## src/rtl/array_div_sequential.sv

```systemverilog
// Sequential restoring divider: 8-bit unsigned dividend by 4-bit unsigned divisor,
// one quotient bit per clock, MSB first, with an explicit divide-by-zero result.
module array_div_sequential (
    input  logic       clk,
    input  logic       rst,
    input  logic       start,
    input  logic [7:0] dividend,
    input  logic [3:0] divisor,
    output logic [7:0] quotient,
    output logic [3:0] remainder,
    output logic       busy,
    output logic       done,
    output logic       div_by_zero
);

    localparam logic [1:0] ST_IDLE = 2'd0;
    localparam logic [1:0] ST_RUN  = 2'd1;
    localparam logic [1:0] ST_DONE = 2'd2;

    logic [1:0] state;
    logic [7:0] dvd_r;     // dividend bits shift out the top, quotient bits shift in the bottom
    logic [3:0] dvs_r;
    logic [4:0] prem;
    logic [2:0] count;

    logic [4:0] shifted;
    logic [4:0] diff;
    logic       fits;
    logic [4:0] next_rem;

    always_comb begin
        shifted  = {prem[3:0], dvd_r[7]};
        diff     = shifted - {1'b0, dvs_r};
        fits     = (shifted >= {1'b0, dvs_r});
        next_rem = fits ? diff : shifted;
    end

    always_ff @(posedge clk or posedge rst) begin
        if (rst) begin
            state       <= ST_IDLE;
            dvd_r       <= 8'd0;
            dvs_r       <= 4'd0;
            prem        <= 5'd0;
            count       <= 3'd0;
            quotient    <= 8'd0;
            remainder   <= 4'd0;
            div_by_zero <= 1'b0;
        end else begin
            case (state)
                ST_IDLE: begin
                    if (start) begin
                        dvd_r <= dividend;
                        dvs_r <= divisor;
                        prem  <= 5'd0;
                        count <= 3'd7;
                        state <= ST_RUN;
                    end
                end
                ST_RUN: begin
                    if (dvs_r == 4'd0) begin
                        // Zero divisor bypasses the iteration with a saturated result.
                        quotient    <= 8'hFF;
                        remainder   <= 4'hF;
                        div_by_zero <= 1'b1;
                        count       <= 3'd0;
                        state       <= ST_DONE;
                    end else begin
                        prem  <= next_rem;
                        dvd_r <= {dvd_r[6:0], fits};
                        if (count == 3'd0) begin
                            quotient    <= {dvd_r[6:0], fits};
                            remainder   <= next_rem[3:0];
                            div_by_zero <= 1'b0;
                            state       <= ST_DONE;
                        end else begin
                            count <= count - 3'd1;
                        end
                    end
                end
                ST_DONE: state <= ST_IDLE;
                default: state <= ST_IDLE;
            endcase
        end
    end

    assign busy = (state == ST_RUN);
    assign done = (state == ST_DONE);

endmodule
```

## config.mk

```make
export PLATFORM = sky130hd
export DESIGN_NAME = array_div_sequential
export DESIGN_NICKNAME = d
export VERILOG_FILES = /design/src/rtl/array_div_sequential.sv
export SDC_FILE = /design/constraint.sdc
export NUM_CORES = 1
export LEC_CHECK = 0
export CAP_MARGIN = 10
export CORE_ASPECT_RATIO = 0.9
export CORE_MARGIN = 2
export CORE_UTILIZATION = 51
export DETAILED_ROUTE_END_ITERATION = 10
export PLACE_DENSITY = 0.82
export SLEW_MARGIN = 15
export SYNTH_ARGS = -nofsm -noshare
export SYNTH_HDL_FRONTEND = slang
export SYNTH_SLANG_ARGS = --single-unit
export TNS_END_PERCENT = 50
```

## constraint.sdc

```tcl
create_clock -name clk -period 1.97 [get_ports clk]
set_input_delay 0.2955 -clock clk [delete_from_list [all_inputs] [get_ports clk]]
set_output_delay 0.2955 -clock clk [all_outputs]
set_load 0.1 [all_outputs]
```

; Word-level counts from Yosys, hierarchy flattened
; Index checks and enable logic that the tools add are counted.
; Widths: inputs -> output; s select.
[op_classes]
addsub = 2
multipliers = 0
div_mod_pow = 0
n_lt_le_gt_ge = 1
eq_ne = 6
shift = 0
mux = 21
n_bitwise = 0
reduce_logical = 10
[ops]
columns = cell, n
row1 = $mux 8, 4
row2 = $mux 4, 5
row3 = $pmux 8 s2, 1
row4 = $mux 3, 3
row5 = $pmux 4 s2, 1
row6 = $mux 2, 3
row7 = $pmux 3 s2, 1
row8 = $reduce_and 2->1, 3
row9 = $reduce_and 3->1, 2
row10 = $ge 5x4->1, 1
row11 = $logic_not 4->1, 1
row12 = $ne 2x2->1 const B, 2
row13 = $pmux 2 s2, 1
row14 = $reduce_bool 2->1, 2
row15 = $sub 4x4->4, 1
row16 = $logic_not 3->1, 1
row17 = $ne 3x1->1 const B, 1
row18 = $ne 3x3->1 const B, 1
row19 = $sub 3x1->3 const B, 1
row20 = $eq 2x1->1 const B, 1
row21 = $eq 2x2->1 const B, 1
row22 = $logic_not 2->1, 1
row23 = $mux 1, 2
[word_totals]
register_bits = 34
latchBits = 0
mem_bits_rw = 0
romBits = 0
in_bits = 15
wordCells = 48
memories = 0

; Logic depth before layout (Yosys ltp)
[logic_depth]
ltp_word = 4
ltp_mapped = 8

; Worst setup path after synthesis
; Ideal clock, no wire load.
[synth_path]
path_kind = register -> output
from = reg state[0]
to = out done
t_arrival_ps = 1763
required_ps = 1674
setup_slack_ps = -88
stages_incl_launch_ff = 2
cell_sequence = dfrtp_1 > nor2b_1
[synth_via]
elab_chain_cells = 1
[synth_lines]
columns = item, line_no
row1 = start: declaration, 20  ; logic [1:0] state;
row2 = start signal: assignment, 40  ; state <= ST_IDLE;
row3 = start signal: assignment, 56  ; state <= ST_RUN;
row4 = start signal: assignment, 66  ; state <= ST_DONE;
row5 = $eq 2x2->1, 87  ; assign done = (state == ST_DONE);
row6 = end: declaration, 12  ; output logic done,
; No other way between the ends.

; Worst setup path in the final report
[layout_path]
from = reg dvs_r[2]
to = reg prem[2]
[layout_via]
elab_chain_cells = 4
word_cells_on_any_way = 8
cone_classes = 1 x add/sub / 1 x order compare / 1 x eq/ne / 3 x mux / 2 x reduce/logical
[layout_lines]
columns = item, line_no
row1 = start: declaration, 22  ; logic [3:0] dvs_r;
row2 = start signal: assignment, 53  ; dvs_r <= divisor;
row3 = $sub 4x4->4 or $ge 5x4->1 (tied branches), "33, 34"
row4 = $mux 4, 35  ; next_rem = fits ? diff : shifted;
row5 = $mux 4, 60  ; if (dvs_r == 4'd0) begin
row6 = $pmux 4 s2, 49  ; case (state)
row7 = end signal: assignment, 68  ; prem <= next_rem;
row8 = end: declaration, 23  ; logic [4:0] prem;
; Parallel ways exist; a longest one is shown, timed or not. The select of a mux whose other input is x is not followed.
; A chain may end at the register's enable or synchronous reset.

==> implementation parameters <==
Parameter                              Value

Route
  Wire length after detailed routing    3.43 mm
  Pre-Repair DR Iteration Count    4
  Detailed Route Iter0 Violations    27
  Routed vias    1270
  Detail-routed via count per cell    5.50
  DRC violations left    0
  Avg WL per Cell    14.8 um
  ANT nets after route    0

CTS
  Clock latency of the later-clocked register in the worst-skew pair    340 ps
  Number of hold buffers added after CTS    0
  Clock tree from TritonCTS    yes
  CTS root buffer    sky130_fd_sc_hd__clkbuf_4
  Number of resized instances in the post-cts repair step    0
  Clk buf depth    2
  Total clock sinks    34
  Clk slew on worst S/H paths    100 ps
  Total clock buffers created by CTS    5
  CTS H-tree lvls    2
  Postcts setup bufs    0

Cells and area
  Commonest cells after routing, fill and taps aside    sky130_fd_sc_hd__dfrtp_1 (34), sky130_fd_sc_hd__buf_4 (18), sky130_fd_sc_hd__o21ai_0 (17)
  Number of antenna diodes    0
  Most common cell after layout, fill and taps aside    sky130_fd_sc_hd__dfrtp_1
  Synth-to-layout area growth    22.1%
  Fraction of final layout cells sized beyond drive strength 1    0.201
  Number of nets in the finished design    211

Logic synthesis
  Synthesis-stage register bit count    34
  Dominant cell type by area after synthesis    sky130_fd_sc_hd__dfrtp_1
  Biggest area contributors in the synthesized netlist    sky130_fd_sc_hd__dfrtp_1 (51%), sky130_fd_sc_hd__mux2i_1 (5.4%), sky130_fd_sc_hd__o21ai_0 (5.1%)
  Cell area after synthesis    0.00166 sq mm
  Cells after synthesis    154
  Synth top area share    0.513
  Synth unique cells    34
  Avg Synthesized Cell Area    10.8 sq um
  Yosys Warn Count    0
  Part of the Yosys area used for sequential elements    0.513
  Synth Net Count    176

Timing
  Setup repair after global routing missed its margin    false
  Share of the cycle needed by the critical path after routing    0.938
  Minimum clock period after layout    1850 ps
  Number of pins exceeding their max-slew limit in the final report    0
  Max_slew headroom    0.711
  Setup clock skew after layout    6.85 ps
  Final count of hold timing violations    0
  Fmax    0.541 GHz
  Worst-Margin Slew    433 ps
  Setup Viol. Count Final    0
  Setup_tns    0 ps

Global route
  Global-route congestion overflow total    0
  Global routing met2 resource utilization    0.339
  Via count of the first global-routing pass    1280
  Global routing's busiest layer    met2
  Met1 Use GR    0.272
  Met3 Resource Use GR    0.0583
  Wire length of the first global-routing pass    5.87 mm
  GRT Util Overall    0.210
  Antenna violations before repair    0
  Maximum number of pins on one net before global-route repair    35

Floorplanning
  Number of I/O pins    30
  Starting density of the core    0.536
  Die Outline Area    0.00372 sq mm
  Die Span X    64.1 um
  Standard-cell row count    19
  Core area    0.00309 sq mm
  Vert. Die Dim    58.1 um

Setup path
  Category of the most critical setup path    flip-flop to flip-flop
  Critical-path maximum fanout    4
  Worst path arrival time    2080 ps
  Category of the worst setup path launch point    flip-flop
  Data required time of the worst path    2200 ps
  Critical path endpoint category    flip-flop

Placed design
  Number of buffers inserted by port buffering    29
  Half-perimeter wire length after placement    2.49 mm
  Final weighted congestion in routability-driven placement    0.921

Outcome
  Status    completed

Flow run
  Maximum capacitance violations    0

Hold path
  Hold crit path type    input pin to async pin
## registers in the layout (all words and copies together) (netlist names)
signal / cells
count: 3
div_by_zero: 1
dvd_r: 8
dvs_r: 4
prem: 4
quotient: 8
remainder: 4
state: 2
## area by class of cell
cell class / instances / area (sq um)
fill: 258 / 1070
sequential: 34 / 851
multi-input combinational: 103 / 718
timing repair buffer: 34 / 315
tap: 42 / 52.6
clock buffer: 7 / 45.0
inverter: 11 / 42.5
## final timing paths
path,start,endpoint,slack (ps),cells after the start
hold reg to reg,quotient[3],quotient[3],500,1
hold / removal,rst,quotient[1],330,3
max in group asynchronous,rst,div_by_zero,1330,3
setup / recovery,dvs_r[2],prem[2],120,8
setup reg to reg,dvs_r[2],prem[2],120,8
min in group clk,quotient[3],quotient[3],500,1
## through the flow
step / worst slack, ps / hold WS [ps] / instances / utilization / area [sq um]
detailed placement: 150 / 477 / 224 / 0.640 / 1980
CTS: 136 / 347 / 231 / 0.655 / 2020
global placement: 228 / 473 / 224 / 0.640 / 1980
global route: 29.8 / 375 / 231 / 0.655 / 2020
finish: 121 / 334 / 231 / 0.655 / 2020
floorplan: 290 / 412 / 154 / - / 1660
## Yosys cell counts
library cell and instances:
sky130_fd_sc_hd__nand4_1 1, sky130_fd_sc_hd__buf_2 1, sky130_fd_sc_hd__a21o_1 2, sky130_fd_sc_hd__fa_1 1, sky130_fd_sc_hd__nor2_4 2, sky130_fd_sc_hd__o21a_1 1
sky130_fd_sc_hd__xor2_1 1, sky130_fd_sc_hd__inv_2 1, sky130_fd_sc_hd__nand2_1 15, sky130_fd_sc_hd__or3_1 1, sky130_fd_sc_hd__nor2b_1 2, sky130_fd_sc_hd__o21ai_1 1
sky130_fd_sc_hd__dfrtp_1 34, sky130_fd_sc_hd__nor2_1 11, sky130_fd_sc_hd__clkinv_1 1, sky130_fd_sc_hd__nor3b_4 1, sky130_fd_sc_hd__buf_4 3, sky130_fd_sc_hd__o32ai_1 1
sky130_fd_sc_hd__nor4_2 1, sky130_fd_sc_hd__inv_1 9, sky130_fd_sc_hd__nor3_1 1, sky130_fd_sc_hd__nand2b_1 3, sky130_fd_sc_hd__a211oi_2 1, sky130_fd_sc_hd__o22a_1 9
sky130_fd_sc_hd__a22o_1 2, sky130_fd_sc_hd__ha_1 6, sky130_fd_sc_hd__nor2_2 3, sky130_fd_sc_hd__o21bai_1 1, sky130_fd_sc_hd__o21ai_0 17, sky130_fd_sc_hd__a22oi_1 1
sky130_fd_sc_hd__mux2i_1 9, sky130_fd_sc_hd__buf_6 2, sky130_fd_sc_hd__a21oi_1 7, sky130_fd_sc_hd__mux2_2 2
## metal layers
metal  routed length, um  part of all wire
met3                 141             0.041
met4                  59             0.017
met1                1490              0.44
met2                1740              0.51
met5                   0                 0
## worst max-delay path, stage by stage, from the launching register on
cell	delay (ps)
sky130_fd_sc_hd__dfrtp_1	390
sky130_fd_sc_hd__inv_1	70
sky130_fd_sc_hd__ha_1	350
sky130_fd_sc_hd__o21ai_1	140
sky130_fd_sc_hd__a21oi_1	90
sky130_fd_sc_hd__nor2_2	210
sky130_fd_sc_hd__buf_4	170
sky130_fd_sc_hd__mux2i_1	230
sky130_fd_sc_hd__o21ai_0	100
## kinds of logic (layout without fill, tap and decap cells)
family | Yosys count | count (layout) | share of synthesized area
AOI/OAI and AO/OA | 43 | 43 | 0.169
and+or+nand+nor | 41 | 41 | 0.132
xor gates and xnor gates | 1 | 1 | 0.00528
buffers and inverters | 17 | 52 | 0.0551
adders and majority gates | 7 | 7 | 0.0574
DFF | 34 | 34 | 0.513
muxes | 11 | 11 | 0.0679
Power is left out: the tool's default activity adds up to more than one toggle a clock period on the data nets, which glitch-free logic cannot reach.
